[src/rtl/if_stage.sv]
// Instruction fetch stage with a small in-order instruction queue.
//
// Fetches one word per cycle from a combinational instruction memory at
// fetch_pc, queues {pc, instr} pairs, and presents the oldest entry to decode
// with a valid/ready handshake. A redirect flushes the queue and restarts
// fetch at the (word-aligned) target.
//
// Parameters:
//   RESET_PC  fetch PC loaded on reset
//   DEPTH     queue depth, a power of two >= 2
//
// Ports:
//   clk_i, rst_n_i            clock, asynchronous active-low reset
//   start_i                   fetch enable
//   imem_addr_o/imem_instr_i  instruction memory address / returned word
//   redirect_i/redirect_pc_i  flush request and new fetch target
//   out_valid_o/out_ready_i   decode handshake
//   out_pc_o/out_instr_o      queue head payload
//   fetch_cnt_o/stall_cnt_o   performance counters, present only when the
//                             macro IF_STAGE_PERF_EN is defined
module if_stage #(
    parameter logic [31:0] RESET_PC = 32'h0000_0000,
    parameter int unsigned DEPTH    = 2
) (
    input  logic        clk_i,
    input  logic        rst_n_i,
    input  logic        start_i,
    output logic [31:0] imem_addr_o,
    input  logic [31:0] imem_instr_i,
    input  logic        redirect_i,
    input  logic [31:0] redirect_pc_i,
    output logic        out_valid_o,
    input  logic        out_ready_i,
    output logic [31:0] out_pc_o,
    output logic [31:0] out_instr_o
`ifdef IF_STAGE_PERF_EN
    ,
    output logic [31:0] fetch_cnt_o,
    output logic [31:0] stall_cnt_o
`endif
);

    localparam int unsigned PTR_W = (DEPTH > 1) ? $clog2(DEPTH) : 1;
    localparam int unsigned CNT_W = $clog2(DEPTH + 1);

    typedef struct packed {
        logic [31:0] pc;
        logic [31:0] instr;
    } entry_t;

    entry_t             queue_q [DEPTH];

    logic [31:0]        fetch_pc_q;
    logic [31:0]        fetch_pc_d;
    logic [PTR_W-1:0]   head_q;
    logic [PTR_W-1:0]   head_d;
    logic [PTR_W-1:0]   tail_q;
    logic [PTR_W-1:0]   tail_d;
    logic [CNT_W-1:0]   count_q;
    logic [CNT_W-1:0]   count_d;
    logic               valid_q;

    logic               pop_c;
    logic               push_c;

    // Target low bits are ignored; the target is always word aligned.
    logic [1:0]         unused_redirect_lsbs;
    assign unused_redirect_lsbs = redirect_pc_i[1:0];

    // Handshake: a push may reuse the slot freed by a same-cycle pop.
    always_comb begin
        pop_c  = valid_q & out_ready_i;
        push_c = start_i & ~redirect_i & ((count_q < CNT_W'(DEPTH)) | pop_c);
    end

    // Next-state for PC, pointers and occupancy; redirect overrides everything.
    always_comb begin
        fetch_pc_d = fetch_pc_q;
        head_d     = head_q;
        tail_d     = tail_q;
        count_d    = count_q;

        if (redirect_i) begin
            fetch_pc_d = {redirect_pc_i[31:2], 2'b00};
            head_d     = '0;
            tail_d     = '0;
            count_d    = '0;
        end else begin
            if (push_c) begin
                tail_d     = tail_q + PTR_W'(1);
                fetch_pc_d = fetch_pc_q + 32'd4;
            end
            if (pop_c) begin
                head_d = head_q + PTR_W'(1);
            end
            case ({push_c, pop_c})
                2'b10:   count_d = count_q + CNT_W'(1);
                2'b01:   count_d = count_q - CNT_W'(1);
                default: count_d = count_q;
            endcase
        end
    end

    // Control state; valid is kept as its own flop so it drops on reset at once.
    always_ff @(posedge clk_i or negedge rst_n_i) begin
        if (!rst_n_i) begin
            fetch_pc_q <= RESET_PC;
            head_q     <= '0;
            tail_q     <= '0;
            count_q    <= '0;
            valid_q    <= 1'b0;
        end else begin
            fetch_pc_q <= fetch_pc_d;
            head_q     <= head_d;
            tail_q     <= tail_d;
            count_q    <= count_d;
            valid_q    <= (count_d != '0);
        end
    end

    // Queue storage, written at the tail; contents need no reset.
    always_ff @(posedge clk_i) begin
        if (push_c) begin
            queue_q[tail_q] <= '{pc: fetch_pc_q, instr: imem_instr_i};
        end
    end

    assign imem_addr_o = fetch_pc_q;
    assign out_valid_o = valid_q;
    assign out_pc_o    = queue_q[head_q].pc;
    assign out_instr_o = queue_q[head_q].instr;

`ifdef IF_STAGE_PERF_EN
    logic [31:0] fetch_cnt_q;
    logic [31:0] stall_cnt_q;

    // Push count and back-pressure cycle count, both free-running with wrap.
    always_ff @(posedge clk_i or negedge rst_n_i) begin
        if (!rst_n_i) begin
            fetch_cnt_q <= '0;
            stall_cnt_q <= '0;
        end else begin
            if (push_c) begin
                fetch_cnt_q <= fetch_cnt_q + 32'd1;
            end
            if (valid_q && !out_ready_i) begin
                stall_cnt_q <= stall_cnt_q + 32'd1;
            end
        end
    end

    assign fetch_cnt_o = fetch_cnt_q;
    assign stall_cnt_o = stall_cnt_q;
`endif

endmodule

[config.mk]
export PLATFORM = sky130hd
export DESIGN_NAME = if_stage
export DESIGN_NICKNAME = d
export VERILOG_FILES = /design/src/rtl/if_stage.sv
export SDC_FILE = /design/constraint.sdc
export NUM_CORES = 1
export LEC_CHECK = 0
export BUFFER_PORTS_ARGS = -buffer_cell sky130_fd_sc_hd__buf_2
export CORE_MARGIN = 4
export CORE_UTILIZATION = 48
export CTS_BUF_LIST = sky130_fd_sc_hd__clkbuf_8 sky130_fd_sc_hd__clkbuf_16
export DETAILED_ROUTE_END_ITERATION = 12
export MAX_ROUTING_LAYER = met4
export PLACE_DENSITY_LB_ADDON = 0.05
export SYNTH_ARGS = -nofsm -noshare
export SYNTH_HDL_FRONTEND = slang
export SYNTH_SLANG_ARGS = --single-unit
[constraint.sdc]
create_clock -name clk_i -period 3.7 [get_ports clk_i]
set_input_delay 0.185 -clock clk_i [delete_from_list [all_inputs] [get_ports clk_i]]
set_output_delay 0.185 -clock clk_i [all_outputs]
set_load 0.05 [all_outputs]
=== After elaboration in Yosys (flattened, before gate mapping) ===
Memories as Yosys holds them, arrays and structs flattened.
Index checks and enable logic that the tools add are counted.
Widths: inputs -> output; s select.

* Memories: 1
* Input port bits: 69
* Register bits after elaboration: 37
* Output and inout port bits: 97
* Bits in writable memories: 128

* Reductions and logical operators: 3
* Bitwise operators: 5
* Add/sub/neg operators: 5
* Eq/ne operators: 2
* Muxes and demuxes: 10
* Order comparisons: 1

{| class="wikitable"
|+ Memories
! memory !! words !! width !! read ports !! clocked after Yosys merged registers in !! wr ports !! line !! source
|-
| queue_q || 2 || 64 || 1 || 0 || 1 || 51 || <nowiki>entry_t queue_q [DEPTH];</nowiki>
|}

{| class="wikitable"
|+ Operators with widths
! kind !! count
|-
| $mux 32 || 2
|-
| $add 32x3->32 const B || 1
|-
| $mux 1 || 6
|-
| $reduce_bool 2->1 || 3
|-
| $pmux 2 s2 || 1
|-
| $and 1x1->1 || 3
|-
| $add 1x1->1 const B || 2
|-
| $add 2x1->2 const B || 1
|-
| $eq 2x1->1 const B || 1
|-
| $eq 2x2->1 const B || 1
|-
| $lt 2x2->1 const B || 1
|-
| $mux 2 || 1
|-
| $sub 2x1->2 const B || 1
|-
| $not 1->1 || 1
|-
| $or 1x1->1 || 1
|}

=== Longest topological paths before layout ===
* Depth in word-level cells: 7
* Gate-level depth with buffers: 7
* Mapped depth without buffers: 6

=== Worst setup path after synthesis ===
No wires, ideal clock.

* Path kind: reg-to-reg
* Start: register valid_q, in the netlist out_valid_o
* End: memory queue_q[0][0] in the netlist's numbering, enable pin
* Stages on the path, launching flop included: 4
* Library setup time: 482 ps
* Data required time: 3,218 ps
* Slack: -425 ps
* Arrival time: 3,643 ps
* Buffers on the path: 0
* Cells stage by stage: dfrtp_1 -> a21bo_2 -> nand3_1 -> nor2_1

* Word-level cells in the longest chain between the ends: 5

{| class="wikitable"
|+ RTL lines
! item !! line !! source
|-
| start, declared || 61 || <nowiki>logic valid_q;</nowiki>
|-
| start signal, assigned || 117 || <nowiki>valid_q <= (count_d != '0);</nowiki>
|-
| $and 1x1->1 || 72 || <nowiki>pop_c = valid_q & out_ready_i;</nowiki>
|-
| $or 1x1->1 || 73 || <nowiki>push_c = start_i & ~redirect_i & ((count_q < CNT_W'(DEPTH)) | pop_c);</nowiki>
|-
| $and 1x1->1 || 73 ||
|-
| $mux 1 || 123 || <nowiki>if (push_c) begin</nowiki>
|-
| $mux 1 (implied by the code) || 124 || <nowiki>queue_q[tail_q] <= '{pc: fetch_pc_q, instr: imem_instr_i};</nowiki>
|-
| end, declared || 51 ||
|}

Every way passes these cells.

=== Worst setup path in the final report ===
* Start: register head_q
* End: output port out_pc_o[21]

* Word-level cells in the longest chain between the ends: 1

{| class="wikitable"
|+ RTL lines
! item !! line !! source
|-
| start, declared || 55 || <nowiki>logic [PTR_W-1:0] head_q;</nowiki>
|-
| start signal, assigned || 108 || <nowiki>head_q <= '0;</nowiki>
|-
| start signal, assigned || 114 || <nowiki>head_q <= head_d;</nowiki>
|-
| $mem_v2 2x64 || -- ||
|-
| end, declared || 34 || <nowiki>output logic [31:0] out_pc_o,</nowiki>
|}

Every way passes these cells.

==> out/metrics.cfg <==
[logic_synthesis]
postSynthCellCount=446
synth_seq_area_share=0.697
synth_edf_count=124
ys_warn_count=0
synth_area_mm2=0.00660
ys_ff_latch=159
synth.distinct_cells=40
synth_ff_type=edfxtp_1
synthArstFlopShare=0.220
postSynthAreaPerCell_um2=14.8

[power_and_ir_drop]
p_per_area_mw_per_mm2=624
vdd_drop_max_uv=323
power_frac_clock=0.306
p_int_mw=3.51
seq_power_share=0.423
sw_frac_of_total=0.344
pwr-share-comb=0.271
p_sw_mw=1.84
total_leakage_power_nw=3.21
finalPower_mw=5.35

[grt]
overflow=0
grt_util_all_layers=0.197
grt_busiest_layer=met2
grt_pass1_vias=4528
use_met1=0.249
antenna_found_initial=0
use_met2=0.308
grt_use_met3=0.0525
grt_pass1_wl_mm=23.5
grt_max_degree=41

[detailed_routing]
ant_nets=0
drt_iter0_drc=317
drt_drc_violations_left=0
num_vias=4501
wl_per_cell_um=17.5
via_per_inst=5.36
dr.pass1.iters=4
wl_mm=14.7

[critical_path]
cp-start-kind=flip-flop
cp_slowest_cell=dfrtp_2
r2r-end=queue_q[1][10]
r2r_slack_ns=1.35
cp-end-kind=output pin
rr_worst_depth=4
timing.rr.start=count_q[1]
crit_chain=buf_12 -> mux2_2 -> buf_2
crit_type=flip-flop to output pin
path_max_fanout=33
cp.required_ns=3.51
arrival_ns=2.21
critPathMaxStageDelay_ns=0.87

[timing]
final-max-slew-violation-count=0
tightestPinTransition_ns=0.826
hold_viol_final=0
max_freq_mhz=418
rsz0062_at_grt=no
finalClockSkew_ns=0.0111
relSlewSlack=0.450
min_period_ns=2.39
finalSetupViolCount=0
fin_crit_sh=0.646

[placement]
hpwl_mm=9.77
port_buffers=159
dpl_cell_area_mm2=0.00759
place_congestion=0.893
placed_cells=766

[layout]
fillCellCount=1025
layout_commonest_cell=buf_2
drive_above_1_share=0.395
syn_to_final_growth_pct=29.8
antenna-diode-count=0
fin_nets=721
final_cells=839
stdcell_area_mm2=0.00857
final_cell_mix=buf_2 (159), edfxtp_1 (124), mux2_2 (62)

[cts]
clkLatencyLatePin_ns=0.42
clk_path_buf_depth=2
cts_tree=yes
path_clk_slew_ns=0.06
cts_sinks=159
root_buffer=clkbuf_16
cts_max_level=4
cts_resized=0
cts_buffers=17

[die]
dieWidth_um=125
pin_count=166
core_mm2=0.0133
initial_core_util=0.494
die_area_mm2=0.0157
die_h_um=125
rows=42

[worst_hold_path]
min_path_cells=3
hp-start=redirect_pc_i[28]
hp-class=primary input to flip-flop
min_to=imem_addr_o[28]

[flow_run]
cap_violations=0

[status]
status=complete, no violations

sequential cells by signal, summed over array words and instances, names as in the netlist:
name,cells
count_q,2
head_q,1
tail_q,1
queue_q,124
imem_addr_o,30
out_valid_o,1
cells in the mapped netlist (4+ instances only):
master | n | area (um^2)
mux2_2 | 62 | 698
edfxtp_1 | 124 | 3720
nor4_1 | 6 | 37.5
o31ai_1 | 13 | 97.6
inv_1 | 6 | 22.5
buf_4 | 4 | 30.0
clkbuf_1 | 13 | 48.8
o21ai_0 | 16 | 80.1
nand4_1 | 16 | 100
nand2_1 | 24 | 90.1
or3_1 | 11 | 68.8
xor2_1 | 5 | 43.8
nor2_1 | 25 | 93.8
a31oi_1 | 20 | 125
nand3_1 | 13 | 65.1
or4_1 | 17 | 128
buf_1 | 4 | 15.0
xnor2_1 | 6 | 52.6
dfrtp_1 | 35 | 876
metal layers:
layer  share of wire  wire, um  vias to the layer above
li1                -         -                     2144
met1            0.44      6460                     2187
met2            0.48      7070                      146
met3           0.059       861                       24
met4           0.021       305                        0
met5               0         0                        -
power groups by stage:
stage	registers (mW)	clock network, mW	logic, mW
after floorplan	2.37	0	0.996
after global placement	2.29	0	1.42
after detailed placement	2.30	0	1.42
after CTS	2.27	1.67	1.46
after global routing	2.29	1.77	1.52
final	2.26	1.64	1.45
worst max-delay path: cells and delay by family (launching register included):
kind	cells	cell delay, ns
flip-flops	1	0.87
buffers and inverters	2	0.52
multiplexers	1	0.36
cell type report:
cell class / count / area (um^2) / share of cell area
Clock buffer: 20 / 467 / 0.0545
Clock inverter: 12 / 96.3 / 0.0112
Inverter: 6 / 22.5 / 0.00263
Multi-Input combinational cell: 261 / 1890 / 0.221
Sequential cell: 159 / 4600 / 0.537
Tap cell: 176 / 220 / 0.0257
Timing Repair Buffer: 205 / 1270 / 0.148
how the worst max path moves through the flow:
stage	to	start	slack [ns]
final	out_pc_o[21]	head_q	1.31
after global placement	queue_q[1][59]	count_q[1]	1.34
after global routing	out_pc_o[8]	head_q	1.15
after floorplan	queue_q[0][0]	out_valid_o	-0.43
after detailed placement	queue_q[1][61]	count_q[1]	1.28
after CTS	out_pc_o[16]	head_q	1.24
metrics by stage:
| step | hold slack (ns) | util | TNS, ns | setup slack (ns) |
|---|---|---|---|---|
| finish | 0.0117 | 0.642 | 0 | 1.31 |
| floorplan | -0.111 | - | -52.76 | -0.425 |
| global route | 0.000287 | 0.642 | 0 | 1.15 |
| global placement | 0.323 | 0.569 | 0 | 1.34 |
| detailed placement | 0.332 | 0.569 | 0 | 1.28 |
| CTS | 0.00294 | 0.642 | 0 | 1.24 |
logic make-up after synthesis:
family / count (synthesis) / synth area share
fa+ha+maj: 2 / 0.00379
other cells: 1 / 0.000568
simple gates: 124 / 0.102
buf+inv: 29 / 0.0201
flops: 159 / 0.697
compound gates: 57 / 0.0550
mux: 63 / 0.107
xor+xnor: 11 / 0.0146
timing repair:
item                                   CTS  global route
hold buffers                            41             0
setup buffers                            0             0
endpoints found under the hold margin  107             0
Note: power is estimated with default switching activity, not from simulation.
